### src/rtl/figo_seq_detector.sv
// Serial pattern detector: runtime-programmable pattern of 1..PAT_W bits,
// overlapping or non-overlapping matching, optional stop after a match limit.
module figo_seq_detector #(
  parameter int PAT_W = 8,
  parameter int CNT_W = 16,
  parameter int LEN_W = $clog2(PAT_W) + 1
) (
  input  logic             clk,
  input  logic             reset,
  input  logic             in_valid,
  input  logic             inbit,
  input  logic             cfg_load,
  input  logic [PAT_W-1:0] cfg_pattern,
  input  logic [LEN_W-1:0] cfg_len,
  input  logic             cfg_overlap,
  input  logic [CNT_W-1:0] cfg_limit,
  output logic             detect,
  output logic [CNT_W-1:0] match_count,
  output logic [LEN_W-1:0] fill,
  output logic [1:0]       state_o,
  output logic             cfg_err
);

  localparam logic [1:0] ST_IDLE = 2'b00;
  localparam logic [1:0] ST_RUN  = 2'b01;
  localparam logic [1:0] ST_DONE = 2'b10;

  localparam logic [LEN_W-1:0] FILL_MAX = LEN_W'(PAT_W);
  localparam logic [CNT_W-1:0] CNT_MAX  = '1;

  logic [1:0]       state_q, state_d;
  // The oldest window bit is shifted out before any compare, so only
  // PAT_W-1 history bits need storage; the newest bit comes from inbit.
  logic [PAT_W-2:0] hist_q, hist_d;
  logic [LEN_W-1:0] fill_q, fill_d;
  logic [CNT_W-1:0] cnt_q, cnt_d;
  logic [PAT_W-1:0] pat_q, pat_d;
  logic [LEN_W-1:0] len_q, len_d;
  logic             ovl_q, ovl_d;
  logic [CNT_W-1:0] lim_q, lim_d;
  logic             detect_q, detect_d;
  logic             cfg_err_q, cfg_err_d;

  logic             cfg_legal;
  logic [PAT_W-1:0] win_next;
  logic [LEN_W-1:0] fill_next;
  logic [CNT_W-1:0] cnt_inc;
  logic [PAT_W-1:0] len_mask;
  logic             pattern_hit;
  logic             match;

  assign cfg_legal = (cfg_len != '0) && (cfg_len <= FILL_MAX);
  assign win_next  = {hist_q, inbit};
  assign fill_next = (fill_q >= FILL_MAX) ? FILL_MAX : fill_q + LEN_W'(1);
  assign cnt_inc   = (cnt_q == CNT_MAX) ? cnt_q : cnt_q + CNT_W'(1);

  genvar gi;
  generate
    for (gi = 0; gi < PAT_W; gi++) begin : g_mask
      assign len_mask[gi] = (LEN_W'(gi) < len_q);
    end
  endgenerate

  assign pattern_hit = (((win_next ^ pat_q) & len_mask) == '0);
  assign match       = pattern_hit && (fill_next >= len_q);

  always_comb begin
    state_d   = state_q;
    hist_d    = hist_q;
    fill_d    = fill_q;
    cnt_d     = cnt_q;
    pat_d     = pat_q;
    len_d     = len_q;
    ovl_d     = ovl_q;
    lim_d     = lim_q;
    detect_d  = 1'b0;
    cfg_err_d = 1'b0;

    if (cfg_load) begin
      if (cfg_legal) begin
        pat_d   = cfg_pattern;
        len_d   = cfg_len;
        ovl_d   = cfg_overlap;
        lim_d   = cfg_limit;
        hist_d  = '0;
        fill_d  = '0;
        cnt_d   = '0;
        state_d = ST_RUN;
      end else begin
        cfg_err_d = 1'b1;
        if (state_q == 2'b11) begin
          state_d = ST_IDLE;
        end
      end
    end else begin
      case (state_q)
        ST_IDLE: state_d = ST_IDLE;
        ST_RUN: begin
          if (in_valid) begin
            hist_d = win_next[PAT_W-2:0];
            fill_d = fill_next;
            if (match) begin
              detect_d = 1'b1;
              cnt_d    = cnt_inc;
              if (!ovl_q) begin
                fill_d = '0;
              end
              if ((lim_q != '0) && (cnt_inc == lim_q)) begin
                state_d = ST_DONE;
              end
            end
          end
        end
        ST_DONE: state_d = ST_DONE;
        default: state_d = ST_IDLE;
      endcase
    end
  end

  always_ff @(posedge clk) begin
    if (!reset) begin
      state_q   <= ST_IDLE;
      hist_q    <= '0;
      fill_q    <= '0;
      cnt_q     <= '0;
      pat_q     <= '0;
      len_q     <= LEN_W'(1);
      ovl_q     <= 1'b0;
      lim_q     <= '0;
      detect_q  <= 1'b0;
      cfg_err_q <= 1'b0;
    end else begin
      state_q   <= state_d;
      hist_q    <= hist_d;
      fill_q    <= fill_d;
      cnt_q     <= cnt_d;
      pat_q     <= pat_d;
      len_q     <= len_d;
      ovl_q     <= ovl_d;
      lim_q     <= lim_d;
      detect_q  <= detect_d;
      cfg_err_q <= cfg_err_d;
    end
  end

  assign detect      = detect_q;
  assign match_count = cnt_q;
  assign fill        = fill_q;
  assign state_o     = state_q;
  assign cfg_err     = cfg_err_q;

endmodule

### config.mk
export PLATFORM = sky130hd
export DESIGN_NAME = figo_seq_detector
export DESIGN_NICKNAME = d
export VERILOG_FILES = /design/src/rtl/figo_seq_detector.sv
export SDC_FILE = /design/constraint.sdc
export NUM_CORES = 1
export LEC_CHECK = 0
export CAP_MARGIN = 20
export CORE_MARGIN = 10
export CORE_UTILIZATION = 55
export CTS_BUF_LIST = sky130_fd_sc_hd__clkbuf_8
export DETAILED_ROUTE_END_ITERATION = 10
export GPL_TIMING_DRIVEN = 0
export PLACE_DENSITY_LB_ADDON = 0.08
export SETUP_SLACK_MARGIN = 0.02
export SYNTH_ARGS = -nofsm -noshare
export SYNTH_HDL_FRONTEND = slang
export SYNTH_SLANG_ARGS = --single-unit
### constraint.sdc
create_clock -name clk -period 3.5 [get_ports clk]
set_input_delay 0.525 -clock clk [delete_from_list [all_inputs] [get_ports clk]]
set_output_delay 0.525 -clock clk [all_outputs]
set_load 0.05 [all_outputs]
==> flow_summary.toml <==
[floorplan]
die_area_um2 = 9760
ios = 58
initial_core_util_pct = 57.0
die_width_um = 98.8
core_um2 = 5990
die_y_um = 98.8
rows = 28

[drt]
avgViaCountPerCell = 5.81
dr.pass1.iters = 5
routed_wl_um = 9850
wire_per_inst_um = 16.8
drc = 0
final_antenna_net_count = 0
drtIter0Drc = 240
vias = 3403

[grt]
grt_start_max_net_pins = 13
grt_first_pass_wirelength_um = 16200
antenna_found_initial = 0
gr-total-overflow = 0
grt_pass1_vias = 3315
track_usage_pct = 20.0

[sta]
holdWs_ns = 0.421
relSlewSlack_pct = 32.0
fmax_ghz = 0.307
rsz0062_at_grt = "no"
hold_violations = 0
setup_viol = 0
skew_ns = 0.00834
finalCriticalPeriod_ns = 3.25
worst_slew_pin_slew_ns = 1.01
finalSetupTns_ns = 0
post-route-period-util_pct = 92.9
slew_violations = 0
fin_ws_ns = 0.247

[power_and_ir_drop]
p_leak_nw = 1.60
power_density_nw_per_um2 = 373
irDropWorstVdd_v = 0.000322

[yosys]
yosysSeqAreaShare_pct = 35.2
synth_seq_cells = 60
synth_top_area_share_pct = 35.2
synth_simple_gate_area_share_pct = 28.0
netlist_area_um2 = 3420
synthTopCellsByArea = "dfxtp_1 35%, nand2_1 9.0%, a21oi_1 7.5%"
synthAdderAreaFrac_pct = 3.59
syn-instance-count = 439
avgSynthCellArea_um2 = 7.78
yosysTopAreaCell = "dfxtp_1"
synth_xor_area_share_pct = 6.67
synth_compound_area_share_pct = 19.5
ys_warn_count = 0
synth_edf_count = 0
synthMuxAreaShare_pct = 0.952
synth_top_family_by_area = "simple AND/OR/NAND/NOR gates"
synth-main-ff-cell = "dfxtp_1"
async_flop_share_pct = 0
synth_fp_nets = 482
yosysUniqueCellTypes = 63

[min_path]
hold_class = "in -> reg"
hold_depth = 2

[worst_setup_path]
critPathRequiredTime_ns = 3.75
r2r_slack_ns = 0.25
crit_end = "state_o[0]"
path_class = "reg -> reg"
r2r-start = "match_count[0]"
worstPathMaxFanout = 10
r2r_cells = 9
crit_start = "match_count[0]"
cp.arrival_ns = 3.51
cp-end-kind = "flip-flop"
reg2reg_to = "state_o[0]"
start_kind = "flip-flop"

[layout]
stdcell_area_um2 = 4280
antenna_cells = 0
drive_gt1_share_pct = 8.41
final_common_cell = "nand2_1"
fin_nets = 549
layout_common_cells = "82 x nand2_1, 60 x dfxtp_1, 56 x clkdlybuf4s50_1, 51 x a21oi_1, 37 x nor2_1"
syn2layout_area_growth_pct = 25.3
nFillCells = 513
finish.utilization_pct = 71.4

[clock_network]
cts_root_buffer = "clkbuf_8"
cts.sinks = 60
htree_levels = 3
clkLatencyLatePin_ns = 0.36
cts.clk_slew.worst_paths_ns = 0.07
cts_resized = 0
ctsHoldBuffers = 0
cts_tree = "yes"
cts.path.max_buffers = 2
postCtsSetupBuffers = 0
numCtsBuffers = 9

[placement]
place_ws_ns = 0.301
port_buffers = 56
dpl.hpwl_um = 7450
routabilityCongestion = 0.928
place_area_um2 = 4070

[job]
cap_viol_max_count = 0

[run_status]
status = "completed"
## routing by layer
metal  track usage (%)  routed length (um)  vias to the layer above  share of wire, %
met1              25.8                4460                     1553                45
met3              5.94                 809                       23               8.2
met2              30.4                4380                      140                44
li1                  -                   -                     1687                 -
met5                 0                   0                        -                 0
met4              7.72                 201                        0               2.0
## how the worst min path moves through the flow
| stage | to | slack, ns | start |
|---|---|---|---|
| after floorplan | ovl_q | 0.44 | ovl_q |
| after global placement | ovl_q | 0.45 | ovl_q |
| after detailed placement | ovl_q | 0.46 | ovl_q |
| after CTS | len_q[0] | 0.42 | reset |
| after global routing | len_q[0] | 0.43 | reset |
| final | len_q[0] | 0.42 | reset |
## cells by family (layout without fill, tap and decap cells)
logic type | Yosys count | count (layout)
XOR/XNOR | 26 | 26
multiplexers | 3 | 3
adder cells (fa/ha/maj) | 10 | 10
AO/OA/AOI/OAI | 105 | 105
flip-flops | 60 | 60
buffers and inverters | 42 | 114
AND/OR/NAND/NOR | 193 | 193
## area by class of cell
type                       instances  area (um^2)  share of cell area [%]
timing repair buffer              56          561                    13.1
clock inverter                     6         71.3                    1.67
clock buffer                      10          138                    3.22
multi-input combinational        337         2010                    46.9
inverter                          15         56.3                    1.32
tap                               75         93.8                    2.19
sequential                        60         1200                    28.1
buffer                            27          153                    3.57
## registers in the layout, indices dropped and copies added (netlist names)
name	flops
lim_q	16
match_count	16
state_o	2
fill	4
cfg_err	1
hist_q	7
pat_q	8
detect	1
len_q	4
ovl_q	1
## stage by stage
step	power, mW	std cells
finish	1.60	586
global route	1.65	586
CTS	1.59	586
detailed placement	0.946	570
global placement	0.940	570
floorplan	0.861	439
## where the power goes
part / total [mW] / switching, mW / leakage (nW) / internal, mW
Combinational: 0.207 / 0.113 / 1.02 / 0.0939
Sequential: 0.727 / 0.0238 / 0.487 / 0.703
Clock: 0.662 / 0.309 / 0.0991 / 0.352
## cells in the mapped netlist (all sizes together) (2+ instances only)
library cell   n
o21a           2
o2111ai        3
and2           5
xnor2         14
a41oi          4
a32oi          2
nand4         10
a31oi          3
mux2           2
o41ai          2
nand2b         2
nand3         18
or2            2
nor4          11
o21ai         12
inv           15
or3            2
nor2          38
nand2         82
buf           11
nor3          10
a21o           3
a21oi         51
clkbuf        16
and4           3
o31ai          2
nor2b          4
dfxtp         60
o31a           2
ha             9
and3           2
a2111oi        3
a22oi          5
xor2          12
## worst max-delay path, stage by stage, from the launching register on
cell,delay (ns)
dfxtp_1,0.51
ha_1,0.35
nand4_4,0.20
nor4_2,0.92
nor2_2,0.12
xnor2_1,0.27
o2111ai_2,0.19
nor4_4,0.33
nor3b_1,0.08
o21a_1,0.17
(Power assumes the default switching activity.)
